<file path="src/rtl/xvga_pkg.sv">
// xvga_pkg: shared counter widths, the raster timing record, standard modes and
// the timing-total / legality helpers used by xvga_timing.
package xvga_pkg;

  localparam int HCOUNT_W = 11;
  localparam int VCOUNT_W = 10;

  typedef struct packed {
    logic [10:0] h_active;
    logic [10:0] h_fp;
    logic [10:0] h_sync;
    logic [10:0] h_bp;
    logic [9:0]  v_active;
    logic [9:0]  v_fp;
    logic [9:0]  v_sync;
    logic [9:0]  v_bp;
  } xvga_timing_t;

  localparam xvga_timing_t XVGA_640x480 = '{
    h_active: 11'd640,  h_fp: 11'd16, h_sync: 11'd96,  h_bp: 11'd48,
    v_active: 10'd480,  v_fp: 10'd10, v_sync: 10'd2,   v_bp: 10'd33
  };

  localparam xvga_timing_t XVGA_800x600 = '{
    h_active: 11'd800,  h_fp: 11'd40, h_sync: 11'd128, h_bp: 11'd88,
    v_active: 10'd600,  v_fp: 10'd1,  v_sync: 10'd4,   v_bp: 10'd23
  };

  localparam xvga_timing_t XVGA_1024x768 = '{
    h_active: 11'd1024, h_fp: 11'd24, h_sync: 11'd136, h_bp: 11'd160,
    v_active: 10'd768,  v_fp: 10'd3,  v_sync: 10'd6,   v_bp: 10'd29
  };

  // Totals are widened so that oversized offers can be detected rather than wrap.
  function automatic logic [12:0] h_total(xvga_timing_t t);
    return 13'(t.h_active) + 13'(t.h_fp) + 13'(t.h_sync) + 13'(t.h_bp);
  endfunction

  function automatic logic [11:0] v_total(xvga_timing_t t);
    return 12'(t.v_active) + 12'(t.v_fp) + 12'(t.v_sync) + 12'(t.v_bp);
  endfunction

  function automatic logic timing_ok(xvga_timing_t t);
    logic fields_set;
    fields_set = (t.h_active != '0) && (t.h_fp != '0) && (t.h_sync != '0) &&
                 (t.h_bp != '0) && (t.v_active != '0) && (t.v_fp != '0) &&
                 (t.v_sync != '0) && (t.v_bp != '0);
    return fields_set && (h_total(t) <= 13'd2048) && (v_total(t) <= 12'd1024);
  endfunction

endpackage

</file>
<file path="src/rtl/xvga_timing_if.sv">
// xvga_timing_if: timing-reconfiguration handshake between a mode controller
// (master) and the raster generator (slave).
interface xvga_timing_if;
  import xvga_pkg::*;

  logic         cfg_valid_in;
  logic         cfg_ready_out;
  xvga_timing_t cfg_in;
  logic         cfg_err_out;

  modport master (
    output cfg_valid_in,
    output cfg_in,
    input  cfg_ready_out,
    input  cfg_err_out
  );

  modport slave (
    input  cfg_valid_in,
    input  cfg_in,
    output cfg_ready_out,
    output cfg_err_out
  );

endinterface

</file>
<file path="src/rtl/xvga_delay_line.sv">
// xvga_delay_line: fixed-depth register delay with synchronous active-low reset
// to a given value; depth 0 degenerates to a wire.
module xvga_delay_line #(
  parameter int               WIDTH   = 1,
  parameter int               DEPTH   = 0,
  parameter logic [WIDTH-1:0] RST_VAL = '0
) (
  input  logic             clk,
  input  logic             rst_n,
  input  logic [WIDTH-1:0] din,
  output logic [WIDTH-1:0] dout
);

  generate
    if (DEPTH == 0) begin : g_wire
      logic unused_ctl;
      assign unused_ctl = clk ^ rst_n;
      assign dout = din;
    end else begin : g_pipe
      logic [WIDTH-1:0] stage [DEPTH];

      always_ff @(posedge clk) begin
        if (!rst_n) begin
          for (int i = 0; i < DEPTH; i++) stage[i] <= RST_VAL;
        end else begin
          stage[0] <= din;
          for (int i = 1; i < DEPTH; i++) stage[i] <= stage[i-1];
        end
      end

      assign dout = stage[DEPTH-1];
    end
  endgenerate

endmodule

</file>
<file path="src/rtl/xvga_timing.sv">
// xvga_timing: VGA raster generator (counters, sync/blank decode, strobes, frame count).
// Define XVGA_RUNTIME_CFG_EN to add the pending/active timing registers and handshake.
module xvga_timing
  import xvga_pkg::*;
#(
  parameter int unsigned H_ACTIVE   = 1024,
  parameter int unsigned H_FP       = 24,
  parameter int unsigned H_SYNC     = 136,
  parameter int unsigned H_BP       = 160,
  parameter int unsigned V_ACTIVE   = 768,
  parameter int unsigned V_FP       = 3,
  parameter int unsigned V_SYNC     = 6,
  parameter int unsigned V_BP       = 29,
  parameter bit          HSYNC_POL  = 1'b0,
  parameter bit          VSYNC_POL  = 1'b0,
  parameter int          PIPE_DELAY = 0
) (
  input  logic                vclock_in,
  input  logic                rst_n_in,
  input  logic                enable_in,
  xvga_timing_if.slave        cfg,
  output logic [HCOUNT_W-1:0] hcount_out,
  output logic [VCOUNT_W-1:0] vcount_out,
  output logic                hsync_out,
  output logic                vsync_out,
  output logic                blank_out,
  output logic                line_start_out,
  output logic                frame_start_out,
  output logic [15:0]         frame_count_out
);

  localparam xvga_timing_t PARAM_TIMING = '{
    h_active: 11'(H_ACTIVE), h_fp: 11'(H_FP), h_sync: 11'(H_SYNC), h_bp: 11'(H_BP),
    v_active: 10'(V_ACTIVE), v_fp: 10'(V_FP), v_sync: 10'(V_SYNC), v_bp: 10'(V_BP)
  };

  // Returns {hsync active, vsync active, blank} for a raster position.
  function automatic logic [2:0] decode(xvga_timing_t t, logic [HCOUNT_W-1:0] h,
                                        logic [VCOUNT_W-1:0] v);
    logic [12:0] hs_lo, hs_hi;
    logic [11:0] vs_lo, vs_hi;
    logic        hs, vs, bl;
    hs_lo = 13'(t.h_active) + 13'(t.h_fp);
    hs_hi = hs_lo + 13'(t.h_sync);
    vs_lo = 12'(t.v_active) + 12'(t.v_fp);
    vs_hi = vs_lo + 12'(t.v_sync);
    hs    = (13'(h) >= hs_lo) && (13'(h) < hs_hi);
    vs    = (12'(v) >= vs_lo) && (12'(v) < vs_hi);
    bl    = (h >= t.h_active) || (v >= t.v_active);
    return {hs, vs, bl};
  endfunction

  xvga_timing_t          cur;
  logic [12:0]           ht;
  logic [11:0]           vt;
  logic [HCOUNT_W-1:0]   hcount, h_next;
  logic [VCOUNT_W-1:0]   vcount, v_next;
  logic [15:0]           frame_count;
  logic                  h_last, v_last, wrap;
  logic [2:0]            dec_next;
  logic                  hsync_p0, vsync_p0, blank_p0, line_start_p0, frame_start_p0;

  assign ht     = h_total(cur);
  assign vt     = v_total(cur);
  assign h_last = (13'(hcount) == ht - 13'd1);
  assign v_last = (12'(vcount) == vt - 12'd1);
  assign wrap   = enable_in && h_last && v_last;

  always_comb begin
    h_next = hcount + 1'b1;
    v_next = vcount;
    if (h_last) begin
      h_next = '0;
      v_next = v_last ? '0 : vcount + 1'b1;
    end
  end

  // (0,0) decodes identically under any legal timing, so using the outgoing
  // timing on the wrap edge is safe.
  assign dec_next = decode(cur, h_next, v_next);

`ifdef XVGA_RUNTIME_CFG_EN
  xvga_timing_t act, pend;
  logic         pend_vld, err, take, offer_ok;

  assign take     = cfg.cfg_valid_in && !pend_vld;
  assign offer_ok = timing_ok(cfg.cfg_in);

  always_ff @(posedge vclock_in) begin
    if (!rst_n_in) begin
      act      <= PARAM_TIMING;
      pend_vld <= 1'b0;
      err      <= 1'b0;
    end else begin
      err <= take && !offer_ok;
      if (wrap && pend_vld) begin
        act      <= pend;
        pend_vld <= 1'b0;
      end
      if (take && offer_ok) pend_vld <= 1'b1;
    end
  end

  always_ff @(posedge vclock_in) begin
    if (take) pend <= cfg.cfg_in;
  end

  assign cur               = act;
  assign cfg.cfg_ready_out = !pend_vld;
  assign cfg.cfg_err_out   = err;
`else
  logic unused_cfg;
  assign unused_cfg        = ^{cfg.cfg_valid_in, cfg.cfg_in};
  assign cur               = PARAM_TIMING;
  assign cfg.cfg_ready_out = 1'b0;
  assign cfg.cfg_err_out   = 1'b0;
`endif

  // Stage p0: counts and their registered decode.
  always_ff @(posedge vclock_in) begin
    if (!rst_n_in) begin
      hcount         <= '0;
      vcount         <= '0;
      frame_count    <= '0;
      hsync_p0       <= ~HSYNC_POL;
      vsync_p0       <= ~VSYNC_POL;
      blank_p0       <= 1'b0;
      line_start_p0  <= 1'b0;
      frame_start_p0 <= 1'b0;
    end else begin
      line_start_p0  <= 1'b0;
      frame_start_p0 <= 1'b0;
      if (enable_in) begin
        hcount         <= h_next;
        vcount         <= v_next;
        hsync_p0       <= dec_next[2] ? HSYNC_POL : ~HSYNC_POL;
        vsync_p0       <= dec_next[1] ? VSYNC_POL : ~VSYNC_POL;
        blank_p0       <= dec_next[0];
        line_start_p0  <= h_last;
        frame_start_p0 <= h_last && v_last;
      end
      if (wrap) frame_count <= frame_count + 16'd1;
    end
  end

  // Stage p1..pN: alignment delay for sync, blank and strobes.
  logic [4:0] dly_in, dly_out;
  assign dly_in = {hsync_p0, vsync_p0, blank_p0, line_start_p0, frame_start_p0};

  xvga_delay_line #(
    .WIDTH   (5),
    .DEPTH   (PIPE_DELAY),
    .RST_VAL ({~HSYNC_POL, ~VSYNC_POL, 3'b000})
  ) u_dly (
    .clk   (vclock_in),
    .rst_n (rst_n_in),
    .din   (dly_in),
    .dout  (dly_out)
  );

  assign {hsync_out, vsync_out, blank_out, line_start_out, frame_start_out} = dly_out;
  assign hcount_out      = hcount;
  assign vcount_out      = vcount;
  assign frame_count_out = frame_count;

endmodule

</file>
<file path="src/flat_wrapper.sv">
// flat-port wrapper written by rule: the top's interface ports become plain ports
module xvga_timing_flat import xvga_pkg::*;
#(
  parameter int unsigned H_ACTIVE   = 1024,
  parameter int unsigned H_FP       = 24,
  parameter int unsigned H_SYNC     = 136,
  parameter int unsigned H_BP       = 160,
  parameter int unsigned V_ACTIVE   = 768,
  parameter int unsigned V_FP       = 3,
  parameter int unsigned V_SYNC     = 6,
  parameter int unsigned V_BP       = 29,
  parameter bit          HSYNC_POL  = 1'b0,
  parameter bit          VSYNC_POL  = 1'b0,
  parameter int          PIPE_DELAY = 0
)
  (vclock_in, rst_n_in, enable_in, hcount_out, vcount_out, hsync_out, vsync_out, blank_out, line_start_out, frame_start_out, frame_count_out, cfg_cfg_valid_in, cfg_cfg_in, cfg_cfg_ready_out, cfg_cfg_err_out);
  xvga_timing_if cfg_i ();
  input  logic vclock_in;
  input  logic rst_n_in;
  input  logic enable_in;
  output logic [HCOUNT_W-1:0] hcount_out;
  output logic [VCOUNT_W-1:0] vcount_out;
  output logic hsync_out;
  output logic vsync_out;
  output logic blank_out;
  output logic line_start_out;
  output logic frame_start_out;
  output logic [15:0] frame_count_out;
  input wire logic [$bits(cfg_i.cfg_valid_in)-1:0] cfg_cfg_valid_in;
  input wire logic [$bits(cfg_i.cfg_in)-1:0] cfg_cfg_in;
  output wire logic [$bits(cfg_i.cfg_ready_out)-1:0] cfg_cfg_ready_out;
  output wire logic [$bits(cfg_i.cfg_err_out)-1:0] cfg_cfg_err_out;
  assign cfg_i.cfg_valid_in = cfg_cfg_valid_in;
  assign cfg_i.cfg_in = cfg_cfg_in;
  assign cfg_cfg_ready_out = cfg_i.cfg_ready_out;
  assign cfg_cfg_err_out = cfg_i.cfg_err_out;
  xvga_timing #(.H_ACTIVE(H_ACTIVE), .H_FP(H_FP), .H_SYNC(H_SYNC), .H_BP(H_BP), .V_ACTIVE(V_ACTIVE), .V_FP(V_FP), .V_SYNC(V_SYNC), .V_BP(V_BP), .HSYNC_POL(HSYNC_POL), .VSYNC_POL(VSYNC_POL), .PIPE_DELAY(PIPE_DELAY)) u_core (.vclock_in(vclock_in), .rst_n_in(rst_n_in), .enable_in(enable_in), .cfg(cfg_i), .hcount_out(hcount_out), .vcount_out(vcount_out), .hsync_out(hsync_out), .vsync_out(vsync_out), .blank_out(blank_out), .line_start_out(line_start_out), .frame_start_out(frame_start_out), .frame_count_out(frame_count_out));
endmodule
</file>
<file path="config.mk">
export PLATFORM = sky130hd
export DESIGN_NAME = xvga_timing_flat
export DESIGN_NICKNAME = d
export VERILOG_FILES = /design/src/rtl/xvga_pkg.sv /design/src/rtl/xvga_timing_if.sv /design/src/rtl/xvga_delay_line.sv /design/src/rtl/xvga_timing.sv /design/src/flat_wrapper.sv
export SDC_FILE = /design/constraint.sdc
export NUM_CORES = 1
export LEC_CHECK = 0
export BUFFER_PORTS_ARGS = -buffer_cell sky130_fd_sc_hd__buf_2
export CAP_MARGIN = 5
export CORE_MARGIN = 2
export CORE_UTILIZATION = 50
export CTS_BUF_LIST = sky130_fd_sc_hd__clkbuf_16
export DETAILED_ROUTE_END_ITERATION = 12
export PLACE_DENSITY = 0.9
export SYNTH_ARGS = -nofsm -noshare
export SYNTH_HDL_FRONTEND = slang
export SYNTH_SLANG_ARGS = --single-unit
</file>
<file path="constraint.sdc">
create_clock -name vclock_in -period 4.3 [get_ports vclock_in]
set_input_delay 1.075 -clock vclock_in [delete_from_list [all_inputs] [get_ports vclock_in]]
set_output_delay 1.075 -clock vclock_in [all_outputs]
set_load 0.02 [all_outputs]
</file>
==> impl_metrics.env <==
export IMPL_regToRegEndpoint="u_core.vsync_p0"
export IMPL_core_area_um2=5170
export IMPL_synth_async_sr_flop_share_pct=0
export IMPL_detail_route_drc_violations=0
export IMPL_syn_area_um2=2720
export IMPL_vertical_die_dimension_um=77.7
export IMPL_dp_hpwl_mm=4.20
export IMPL_ratio_of_cells_with_drive_above_1_in_the_final_layout_pct=20.5
export IMPL_timing_critical_path_to="u_core.vsync_p0"
export IMPL_placed_instances=408
export IMPL_vdd_ir_drop_worst_v=0.000174
export IMPL_layout_worst_path_cycle_share_pct=62.3
export IMPL_ys_warn_count=0
export IMPL_pin_count=132
export IMPL_fin_setup_tns_ns=0
export IMPL_fin_cells=416
export IMPL_synth_top_cell_by_area="sky130_fd_sc_hd__dfxtp_1"
export IMPL_status="complete, no violations"
export IMPL_place_ws_ns=1.66
export IMPL_yosysSeqAreaShare_pct=31.0
export IMPL_dieWidth_um=77.7
export IMPL_clock_network_power_share_pct=49.4
export IMPL_synth_edff_count=0
export IMPL_globalRouteTotalUtil_pct=20.7
export IMPL_final_slew_viol_count=0
export IMPL_flow_area_growth_from_synthesis_pct=12.4
export IMPL_worst_path_dominant_cell_family="simple AND/OR/NAND/NOR gates"
export IMPL_post_cts_hold_buffer_count=0
export IMPL_crit_path_max_incr_delay_ns=0.70
export IMPL_switching_share_pct=20.6
export IMPL_rsz0062_at_grt="false"
export IMPL_first_pass_iters=4
export IMPL_power_per_cell_area_nw_per_um2=278
export IMPL_worst_setup_path_end_kind="register"
export IMPL_reg2reg_depth=6
export IMPL_holdPathStages=1
export IMPL_max_clock_freq_ghz=0.373
export IMPL_fp_row_count=26
export IMPL_io_buffers=44
export IMPL_grt_pass1_wl_mm=10.3
export IMPL_cp_max_fo=18
export IMPL_setup_violations_final=0
export IMPL_cellInternalPower_mw=0.674
export IMPL_synthTopCellsByArea="sky130_fd_sc_hd__dfxtp_1 (31%), sky130_fd_sc_hd__and2_1 (5.1%), sky130_fd_sc_hd__nand2_1 (4.3%), sky130_fd_sc_hd__mux2i_1 (3.7%), sky130_fd_sc_hd__xnor2_1 (2.9%)"
export IMPL_netSwitchingPower_mw=0.175
export IMPL_portion_of_total_power_attributed_to_sequential_cells_pct=46.7
export IMPL_finish_net_count=438
export IMPL_cts_max_path_buffers=2
export IMPL_power_mw=0.849
export IMPL_critPathLaunch="u_core.vcount_out[2]"
export IMPL_min_delay_path_class="reg2reg"
export IMPL_worst_slew_margin_rel_pct=53.1
export IMPL_synth_top_family_by_area="simple AND/OR/NAND/NOR gates"
export IMPL_final_setup_skew_ns=0.00343
export IMPL_setup_worst_path_start_class="register"
export IMPL_critical_path_n_buffers_inverters=0
export IMPL_cts_htree_levels=2
export IMPL_synth_ff_type="sky130_fd_sc_hd__dfxtp_1"
export IMPL_cts_setup_buffers=0
export IMPL_clkSinkCount=42
export IMPL_antenna_cells=0
export IMPL_combPwrFrac_pct=3.8
export IMPL_ctsResizeCount=0
export IMPL_route_detailed_wl_per_inst_um=14.4
export IMPL_detailed_place_area_um2=2890
export IMPL_cts_root_buffer="sky130_fd_sc_hd__clkbuf_16"
export IMPL_finalWorstSetupSlack_ns=1.62
export IMPL_cts_made_buffers=5
export IMPL_critical_path_depth=6
export IMPL_critPathRequiredTime_ns=4.46
export IMPL_yosysUniqueCellTypes=62
export IMPL_synthXorXnorAreaFrac_pct=5.80
export IMPL_floorplan_initialDensity_pct=52.5
export IMPL_synth_top_cell_area_share_pct=31.0
export IMPL_clk_pin_slew_ns=0.06
export IMPL_maximum_number_of_pins_on_one_net_before_global_route_repair=48
export IMPL_p_leak_nw=1.30
export IMPL_worst_skew_pair_late_latency_ns=0.28
export IMPL_worst_endpoint_arrival_ns=2.84
export IMPL_drt_vias_per_instance=5.82
export IMPL_drt_first_iter_violations=230
export IMPL_criticalPathCategory="reg2reg"
export IMPL_crit_chain="or4b_4 > nor4_4 > mux2_4 > a21boi_2 > nor4_1 > a21oi_1"
export IMPL_post_synthesis_share_of_cell_area_spent_on_full_adders_half_adders_and_majority_gates_pct=2.30
export IMPL_clock_tree_from_tritoncts="yes"
export IMPL_timing_critical_path_slowest_stage_cell="sky130_fd_sc_hd__dfxtp_1"
export IMPL_postSynthAreaPerCell_um2=8.57
export IMPL_fin_crit_ns=2.68
export IMPL_multiplexer_fraction_of_the_synthesized_cell_area_pct=4.24
export IMPL_antenna_found_initial=0
export IMPL_via_count=2422
export IMPL_synth_ff_latch_count=42
export IMPL_reg2reg_slack_ns=1.62
export IMPL_antenna_left=0
export IMPL_yosysMostFrequentCell="sky130_fd_sc_hd__dfxtp_1"
export IMPL_gp_congestion=0.861
export IMPL_finalWirelength_mm=6.00
export IMPL_synthesized_area_fraction_occupied_by_ao_oa_aoi_and_oai_cells_pct=15.1
export IMPL_worst_r2r_startpoint="u_core.vcount_out[2]"
export IMPL_hold_violations=0
export IMPL_finish_instance_area_um2=3050
export IMPL_synth_simple_gate_area_share_pct=35.6
export IMPL_synth_cells=317
export IMPL_synth_top_cells_by_count="sky130_fd_sc_hd__dfxtp_1 (42), sky130_fd_sc_hd__nand2_1 (31), sky130_fd_sc_hd__and2_1 (22)"
export IMPL_worst_slew_pin_transition_ns=0.704
export IMPL_cap_viol_max_count=0
export IMPL_fp_dieArea_um2=6040
export IMPL_number_of_global_route_vias_before_repair=2207
export IMPL_grt_overflow_total=0
cells in the final DEF (no fill, tap or decap), types with 9 or more instances in the layout:
cell                       n
sky130_fd_sc_hd__buf_2    44
sky130_fd_sc_hd__dfxtp_1  42
sky130_fd_sc_hd__nand2_1  31
sky130_fd_sc_hd__and2_1   22
sky130_fd_sc_hd__nor2_1   13
sky130_fd_sc_hd__nand3_1  12
sky130_fd_sc_hd__o21ai_0  12
sky130_fd_sc_hd__nand4_1  11
sky130_fd_sc_hd__a21oi_1  10
sky130_fd_sc_hd__mux2i_1  10
sky130_fd_sc_hd__and3_1    9
sky130_fd_sc_hd__xor2_1    9
sky130_fd_sc_hd__xnor2_1   9
worst register-to-register path, cell delays in order, from the launching register on:
cell	delay [ns]
sky130_fd_sc_hd__dfxtp_1	0.70
sky130_fd_sc_hd__or4b_4	0.55
sky130_fd_sc_hd__nor4_4	0.36
sky130_fd_sc_hd__mux2_4	0.35
sky130_fd_sc_hd__a21boi_2	0.16
sky130_fd_sc_hd__nor4_1	0.31
sky130_fd_sc_hd__a21oi_1	0.12
metrics by stage:
stage,utilization (%),hold WS [ns]
after floorplan,-,0.544
after global placement,55.8,0.453
after detailed placement,55.8,0.466
after CTS,59.0,0.483
after global routing,59.0,0.505
final,59.0,0.480
cell type report:
cell class                 instances  area (um2)
fill                             463        2120
multi-input combinational        247        1720
sequential                        42         841
timing repair buffer              44         220
clock buffer                       5         125
tap                               70        87.6
clock inverter                     3        41.3
inverter                           5        18.8
metal layers:
metal	routed length, um	vias up	part of all wire, %	global-route usage, %
met2	2690	85	45	31.9
li1	-	1187	-	-
met3	558	7	9.3	6.28
met5	0	-	0	0
met4	55	0	0.92	7.68
met1	2700	1143	45	27.2
power groups by stage:
stage | Clock (mW) | Combinational (mW) | Sequential, mW
2_1_floorplan | 0 | 0.0243 | 0.406
3_3_place_gp | 0 | 0.0320 | 0.405
3_5_place_dp | 0 | 0.0326 | 0.405
4_1_cts | 0.428 | 0.0328 | 0.397
5_1_grt | 0.449 | 0.0365 | 0.397
6_report | 0.420 | 0.0327 | 0.397
flip-flops by register name (all words and copies together) (netlist names):
signal,count
u_core.vcount_out,10
u_core.blank_p0,1
u_core.vsync_p0,1
u_core.hsync_p0,1
u_core.line_start_p0,1
u_core.hcount_out,11
u_core.frame_start_p0,1
u_core.frame_count_out,16
worst min-delay path by stage:
stage	startpoint	slack [ns]	to
finish	u_core.hsync_p0	0.48	u_core.hsync_p0
global route	u_core.hsync_p0	0.51	u_core.hsync_p0
CTS	u_core.hsync_p0	0.48	u_core.hsync_p0
detailed placement	u_core.hsync_p0	0.47	u_core.hsync_p0
global placement	u_core.frame_count_out[15]	0.45	u_core.frame_count_out[15]
floorplan	u_core.frame_count_out[15]	0.54	u_core.frame_count_out[15]
cells by family (layout without fill, tap and decap cells):
group	after synthesis	in the layout
simple gates	152	152
compound gates	59	59
flops	42	42
buf+inv	29	57
xor+xnor	18	18
mux	11	11
fa+ha+maj	5	5
other cells	1	2
Power figures use the tool's default switching activity.
